<file path="src/rtl/iter_div_unit.sv">
// rtl/iter_div_unit.sv - parametrised multi-cycle restoring integer divider
module iter_div_unit #(
  parameter int WIDTH          = 32,
  parameter int BITS_PER_CYCLE = 1,
  parameter int EARLY_OUT      = 1
) (
  input  logic             clk,
  input  logic             rst_n,
  input  logic             is_flush,
  input  logic             is_stall,
  input  logic             en,
  input  logic             is_signed,
  input  logic [WIDTH-1:0] dividend,
  input  logic [WIDTH-1:0] divisor,
  output logic [WIDTH-1:0] quotient,
  output logic [WIDTH-1:0] remainder,
  output logic             done,
  output logic             busy,
  output logic             div_by_zero
);

  localparam int STEPS = WIDTH / BITS_PER_CYCLE;
  localparam int CNT_W = $clog2(STEPS);

  typedef enum logic [1:0] {S_IDLE, S_CALC, S_DONE} state_e;

  state_e           state_q, state_d;
  logic [CNT_W-1:0] cnt_q, cnt_d;
  logic [WIDTH:0]   acc_q, acc_d;       // partial remainder, one guard bit
  logic [WIDTH-1:0] quo_q, quo_d;       // |dividend| shifts out MSB-first, quotient bits shift in
  logic [WIDTH-1:0] dvs_q, dvs_d;       // |divisor|
  logic             neg_q_q, neg_q_d;   // negate quotient at the end
  logic             neg_r_q, neg_r_d;   // negate remainder at the end
  logic [WIDTH-1:0] quotient_q, quotient_d;
  logic [WIDTH-1:0] remainder_q, remainder_d;
  logic             dbz_q, dbz_d;

  logic             a_neg, b_neg;
  logic [WIDTH-1:0] abs_a, abs_b;
  logic [WIDTH:0]   step_acc;
  logic [WIDTH-1:0] step_quo;

  assign a_neg = is_signed & dividend[WIDTH-1];
  assign b_neg = is_signed & divisor[WIDTH-1];
  assign abs_a = a_neg ? -dividend : dividend;
  assign abs_b = b_neg ? -divisor : divisor;

  // BITS_PER_CYCLE chained restoring shift-subtract steps, MSB first
  always_comb begin
    step_acc = acc_q;
    step_quo = quo_q;
    for (int i = 0; i < BITS_PER_CYCLE; i++) begin
      step_acc = {step_acc[WIDTH-1:0], step_quo[WIDTH-1]};
      step_quo = {step_quo[WIDTH-2:0], 1'b0};
      if (step_acc >= {1'b0, dvs_q}) begin
        step_acc    = step_acc - {1'b0, dvs_q};
        step_quo[0] = 1'b1;
      end
    end
  end

  // next-state and datapath updates; flush overrides everything
  always_comb begin
    state_d     = state_q;
    cnt_d       = cnt_q;
    acc_d       = acc_q;
    quo_d       = quo_q;
    dvs_d       = dvs_q;
    neg_q_d     = neg_q_q;
    neg_r_d     = neg_r_q;
    quotient_d  = quotient_q;
    remainder_d = remainder_q;
    dbz_d       = dbz_q;
    case (state_q)
      S_IDLE: begin
        if (en) begin
          neg_q_d = a_neg ^ b_neg;
          neg_r_d = a_neg;
          dvs_d   = abs_b;
          quo_d   = abs_a;
          acc_d   = '0;
          cnt_d   = CNT_W'(STEPS - 1);
          if (divisor == '0) begin
            state_d     = S_DONE;
            quotient_d  = '1;
            remainder_d = dividend;
            dbz_d       = 1'b1;
          end else if ((EARLY_OUT != 0) && (abs_a < abs_b)) begin
            state_d     = S_DONE;
            quotient_d  = '0;
            remainder_d = dividend;
            dbz_d       = 1'b0;
          end else begin
            state_d = S_CALC;
          end
        end
      end
      S_CALC: begin
        acc_d = step_acc;
        quo_d = step_quo;
        cnt_d = cnt_q - 1'b1;
        if (cnt_q == '0) begin
          state_d     = S_DONE;
          quotient_d  = neg_q_q ? -step_quo : step_quo;
          remainder_d = neg_r_q ? -step_acc[WIDTH-1:0] : step_acc[WIDTH-1:0];
          dbz_d       = 1'b0;
        end
      end
      S_DONE: begin
        if (!is_stall) begin
          state_d = S_IDLE;
          dbz_d   = 1'b0;
        end
      end
      default: state_d = S_IDLE;
    endcase
    if (is_flush) begin
      state_d     = S_IDLE;
      quotient_d  = quotient_q;
      remainder_d = remainder_q;
      dbz_d       = 1'b0;
    end
  end

  // state and datapath registers
  always_ff @(posedge clk or negedge rst_n) begin
    if (!rst_n) begin
      state_q     <= S_IDLE;
      cnt_q       <= '0;
      acc_q       <= '0;
      quo_q       <= '0;
      dvs_q       <= '0;
      neg_q_q     <= 1'b0;
      neg_r_q     <= 1'b0;
      quotient_q  <= '0;
      remainder_q <= '0;
      dbz_q       <= 1'b0;
    end else begin
      state_q     <= state_d;
      cnt_q       <= cnt_d;
      acc_q       <= acc_d;
      quo_q       <= quo_d;
      dvs_q       <= dvs_d;
      neg_q_q     <= neg_q_d;
      neg_r_q     <= neg_r_d;
      quotient_q  <= quotient_d;
      remainder_q <= remainder_d;
      dbz_q       <= dbz_d;
    end
  end

  assign quotient    = quotient_q;
  assign remainder   = remainder_q;
  assign div_by_zero = dbz_q;
  assign done        = (state_q == S_DONE);
  assign busy        = (state_q == S_CALC);

endmodule
</file>
<file path="config.mk">
export PLATFORM = sky130hd
export DESIGN_NAME = iter_div_unit
export DESIGN_NICKNAME = d
export VERILOG_FILES = /design/src/rtl/iter_div_unit.sv
export SDC_FILE = /design/constraint.sdc
export NUM_CORES = 1
export LEC_CHECK = 0
export ABC_AREA = 1
export CORE_ASPECT_RATIO = 0.9
export CORE_MARGIN = 4
export CORE_UTILIZATION = 35
export CTS_CLUSTER_DIAMETER = 100
export DETAILED_ROUTE_END_ITERATION = 7
export PLACE_DENSITY = 0.55
export SETUP_SLACK_MARGIN = 0.05
export SYNTH_ARGS = -nofsm -noshare
export SYNTH_HDL_FRONTEND = slang
export SYNTH_SLANG_ARGS = --single-unit
</file>
<file path="constraint.sdc">
create_clock -name clk -period 4.2 [get_ports clk]
set_clock_uncertainty 0.1 [all_clocks]
set_input_delay 0.84 -clock clk [delete_from_list [all_inputs] [get_ports clk]]
set_output_delay 0.84 -clock clk [all_outputs]
set_load 0.01 [all_outputs]
</file>
# After elaboration in Yosys (flattened, before gate mapping)
# Cells that the tools add are included.
# classes
addsub	6
n_eq_ne	9
mux	36
bitwise	4
order_cmp	2
n_reduce_logical	10
# op_table
op	n
32-bit 2-to-1 mux	15
32-bit case mux with 2 select lines	4
32-bit negation	4
33-bit by 32-bit greater-or-equal comparator with 1-bit output	1
32-bit zero test	1
32-bit less-than comparator	1
32-bit subtractor	1
2-bit 2-to-1 mux	6
5-bit case mux with 2 select lines	1
5-bit AND reduction	2
3-bit != test (second input constant)	3
1-bit 2-to-1 mux	7
2-bit case mux with 3 select lines	1
5-bit zero test	1
5-bit 2-to-1 mux	1
5-bit by 1-bit subtractor with 5-bit output (second input constant)	1
4-bit != test (second input constant)	1
2-bit AND reduction	2
4-bit nonzero test	1
3-bit by 2-bit != test with 1-bit output (second input constant)	1
1-bit case mux with 3 select lines	1
3-bit AND reduction	1
1-bit bitwise AND	2
2-bit by 1-bit == test with 1-bit output (second input constant)	1
7 further kinds	7
# totals
out_inout_bits	67
elab_cells	77
ff_bits	170
in_bits	70

# Longest topological paths before layout
# logic_depth
depth_word	8
mapped_depth	30
ltp_nobuf	28

# Least setup slack after synthesis
# OpenSTA, ideal clock, no wires.
# synth_path
path_type	input to register
from	input dividend[2]
to	register remainder_q[0], in the netlist remainder[0]
t_required_ps	4035
arrival_time_ps	3971
path_stages	29
path_buffers	2
setup_ps	65
slack_ps	64
cell_sequence	inv_1 -> nand3_1 -> nor2_1 -> nand2_1 -> nor3_1 -> nand4_1 -> nor3_1 -> nand3_1 -> nor2_1 -> nand3_1 -> inv_1 -> nand3_1 -> nand2_1 -> nand2_1 -> nand2_1 -> inv_1 -> ha_1 -> nand2_1 -> nor2_1 -> nand4_1 -> nor2_1 -> nand3_1 -> o2111ai_1 -> nand3_2 -> nand2_2 -> buf_2 -> buf_2 -> nand2_1 -> nand2_1
# synth_via
elab_chain_cells	5
# synth_rtl
element	line	rtl
start, declared	13	input logic [WIDTH-1:0] dividend,
32-bit negation	45	assign abs_a = a_neg ? -dividend : dividend;
32-bit 2-to-1 mux *	45	
32-bit less-than comparator *	88	end else if ((EARLY_OUT != 0) && (abs_a < abs_b)) begin
3-bit != test (no source line) *	n/a	
5-bit AND reduction (no source line) *	n/a	
end signal, assigned	147	remainder_q <= remainder_d;
end, declared	35	logic [WIDTH-1:0] remainder_q, remainder_d;
# Mark *: on every way between the ends. The rest lies on a longest branch, timed or not.
# A chain may end at the register's enable or synchronous reset.

# Worst setup path after layout
# layout_path
from	input divisor[0]
to	register quotient_q[10], in the netlist quotient[10]
# layout_via
elab_chain_cells	5
elab_cells_between_ends	9
classes_between	add/sub: 1; order compare: 1; eq/ne: 1; mux: 4; reduce/logical: 2
# layout_rtl
element	line	rtl
start, declared	14	input logic [WIDTH-1:0] divisor,
32-bit negation	46	assign abs_b = b_neg ? -divisor : divisor;
32-bit 2-to-1 mux	46	
32-bit less-than comparator	88	
3-bit != test (no source line)	n/a	
5-bit AND reduction (no source line)	n/a	
end signal, assigned	146	quotient_q <= quotient_d;
end, declared	34	logic [WIDTH-1:0] quotient_q, quotient_d;
# Several ways; a longest one is shown, not always the timed one. The select of a mux whose other input is x is not followed.

==> run_results.csv <==
group,metric,value,unit
hold_path,hold_path.class,"in -> async",
cts,clk_latency,0.46,ns
sta,slew_violations,0,
sta,rsz0062_at_grt,"true",
cells_and_area,final_cells,3173,
synthesis,synthSimpleGateAreaFrac,33.40,%
drt,drtIter0Drc,1685,
cts,cts-root-buf,"clkbuf_16",
cells_and_area,final_common_cell,"nand2_1",
floorplanning,die_h,199.5,um
synthesis,syn-cell-area,14260,um2
synthesis,synth_compound_area_share,14.46,%
drt,drc,0,
cells_and_area,utilization,50.51,%
drt,wire_per_inst,18.29,um
synthesis,synth_top_family_by_area,"simple AND/OR/NAND/NOR gates",
setup_path,critical_path_class,"in -> reg",
synthesis,synth_top_area_share,29.82,%
synthesis,synth_area_leader_cell,"dfrtp_1",
place,port_buffers,136,
place,dp.cells,3080,
drt,first_pass_iters,6,
global_route,grt_pass1_wl,87370,um
drt,vias,16140,
cells_and_area,n_fill_cell,3999,
place,dp_hpwl,44670,um
synthesis,yosys-top-cells-area,"dfrtp_1 30%, nand2_1 16%, inv_1 8.1%, o21ai_0 6.8%, ha_1 6.3%",
synthesis,ys_ff_latch,170,
drt,viasPerCell,5.087,
cts,clkSinkCount,170,
place,gp_congestion,0.9546,
sta,fmax,228.9,MHz
setup_path,arrival,4.67,ns
setup_path,crit_fanout,8,
sta,maxSlewHeadroom,35.34,%
cts,clk_pin_slew_worst_paths,0.08,ns
cts,holdBufCountCts,0,
sta,setup_violations,65,
global_route,grt_usage,25.89,%
cts,cts_buffer_depth,2,
synthesis,ys_warn_count,0,
place,pre_cts_ws,-1.001,ns
synthesis,synth_nets,2325,
floorplanning,rows,69,
cells_and_area,mostFrequentLayoutCells,"594 x nand2_1, 337 x buf_4, 299 x inv_1",
floorplanning,start_util,35.76,%
setup_path,setup.worst_path.start,"divisor[0]",
drt,antenna_left,0,
synthesis,ys_types,57,
cts,cts_tree,"yes",
global_route,antenna_found_initial,0,
floorplanning,die_area,44050,um2
cells_and_area,final_nets,2772,
global_route,overflow,0,
cells_and_area,final_layout_size_suffix_gt1_share,23.70,%
setup_path,worst_ep_required_time,4.50,ns
synthesis,muxShareOfSynthArea,0,%
run,maxCapViolCount,0,
setup_path,endpoint_kind,"flop",
cells_and_area,multi_input_area,8982,um2
sta,period_share,104.0,%
sta,period_needed,4.369,ns
sta,tightestPinTransition,0.9688,ns
cts,htree_num_levels,4,
synthesis,synthCells,2182,
cells_and_area,diodes,0,
floorplanning,io_pins,137,
global_route,grt_pass1_vias,15370,
run_status,status,"finished, violations left",
synthesis,seq_area_frac_synth,29.82,%
sta,hold_viol,0,
synthesis,synthAdderAreaFrac,6.456,%
floorplanning,dieWidth,220.8,um
drt,drt-total-wl,58040,um
run_status,violations,"negative setup slack",
global_route,grt_max_degree,88,
floorplanning,core_area,39890,um2
sta,setup_slack,-0.1686,ns
synthesis,syn_avg_cell_area,6.537,um2
cts,cts_made_buffers,17,
setup_path,cp-start-kind,"input pin",
cells_and_area,area_delta_synth_final,41.25,%
synthesis,synthXorXnorAreaFrac,4.719,%
setup_path,r2r_start,"dvs_q[5]",
cells_and_area,regArea,4254,um2
## sequential cells by signal (all words and copies together) (netlist names)
register,cells
neg_q_q,1
state_q,2
div_by_zero,1
neg_r_q,1
acc_q,32
quo_q,32
quotient,32
dvs_q,32
cnt_q,5
remainder,32
## cell usage after synthesis, drive strengths merged
cell type and number:
clkbuf 45, o221ai 1, nor2 211, nor4 9, or2 9, buf 28
nor3 29, a21o 4, a21oi 136, xnor2 9, and3 1, nand2 635
a211oi 1, nand3b 9, dfrtp 170, fa 1, and2 6, xor2 67
o22ai 11, nand3 147, o31ai 5, ha 72, o2111ai 2, a22oi 1
inv 321, a31oi 3, o21a 3, nor3b 3, o211ai 6, or4 1
a221oi 1, o21bai 5, o21ai 202, nand4 25, or3 1, clkinv 2
## metrics by stage
stage / instance area [um2] / hold WS (ns) / setup TNS, ns
after detailed placement: 18290 / 0.3686 / -63.08
after floorplan: 14260 / 0.3530 / 0
final: 20150 / 0.3315 / -8.356
after global placement: 18290 / 0.3654 / -55.45
after CTS: 19760 / 0.3872 / -0.03489
after global routing: 20150 / 0.4023 / -22.25
## metal layers
layer	up-vias	share of wire [%]	global-route usage, %
li1	7875	-	-
met1	7585	48	38.85
met2	637	44	39.67
met3	44	7.0	4.014
met4	0	1.2	4.784
met5	-	0	0
## cells by family (layout without fill, tap and decap cells)
kind of cell / count (synthesis) / after routing
xor+xnor: 76 / 76
compound gates: 381 / 381
buf+inv: 396 / 855
flops: 170 / 170
simple gates: 1086 / 1086
fa+ha+maj: 73 / 73
## layout make-up
class / count / area share [%]
clock buffers: 17 / 2.111
clock inverters: 14 / 0.7638
inverters: 323 / 6.136
multi-input cells: 1616 / 44.58
flip-flops and latches: 170 / 21.11
well taps: 532 / 3.304
repair buffers: 501 / 21.99
## critical path: stages
cell,delay (ns)
buf_8,0.10
inv_6,0.05
ha_4,0.13
nor3b_4,0.19
nand3_2,0.12
buf_6,0.13
nor2_4,0.10
nand4_1,0.16
nor2_2,0.19
nand2_2,0.08
nor3_2,0.16
nand2_2,0.11
nor3_4,0.22
nor2_2,0.07
xor2_2,0.18
ha_1,0.32
nand2_2,0.08
nor2_4,0.10
nand4_1,0.14
nor2_1,0.13
nand3_1,0.09
o2111ai_2,0.16
nand3_4,0.15
nand2_8,0.14
nor2_4,0.05
buf_12,0.14
clkbuf_16,0.18
a21oi_2,0.11
## repair_timing
item                                    4_1_cts  5_1_grt
setup buffers                                53        5
gates cloned                                  7        3
endpoints found under the setup margin       67       67
gates resized for setup                     137       87
pin swaps                                    62       49
## path summary, 6_finish.rpt
kind | slack [ns] | endpoint | depth (start not counted)
setup / recovery | -0.17 | quotient[10] | 28
hold / removal | 0.33 | acc_q[27] | 1
setup reg to reg | -0.02 | remainder[12] | 24
hold reg to reg | 0.38 | remainder[27] | 2
max in group asynchronous | 2.66 | quotient[25] | 2
min in group clk | 0.38 | remainder[27] | 2
Power is left out: the tool's default activity adds up to more than one toggle a clock period on the data nets, which glitch-free logic cannot reach.
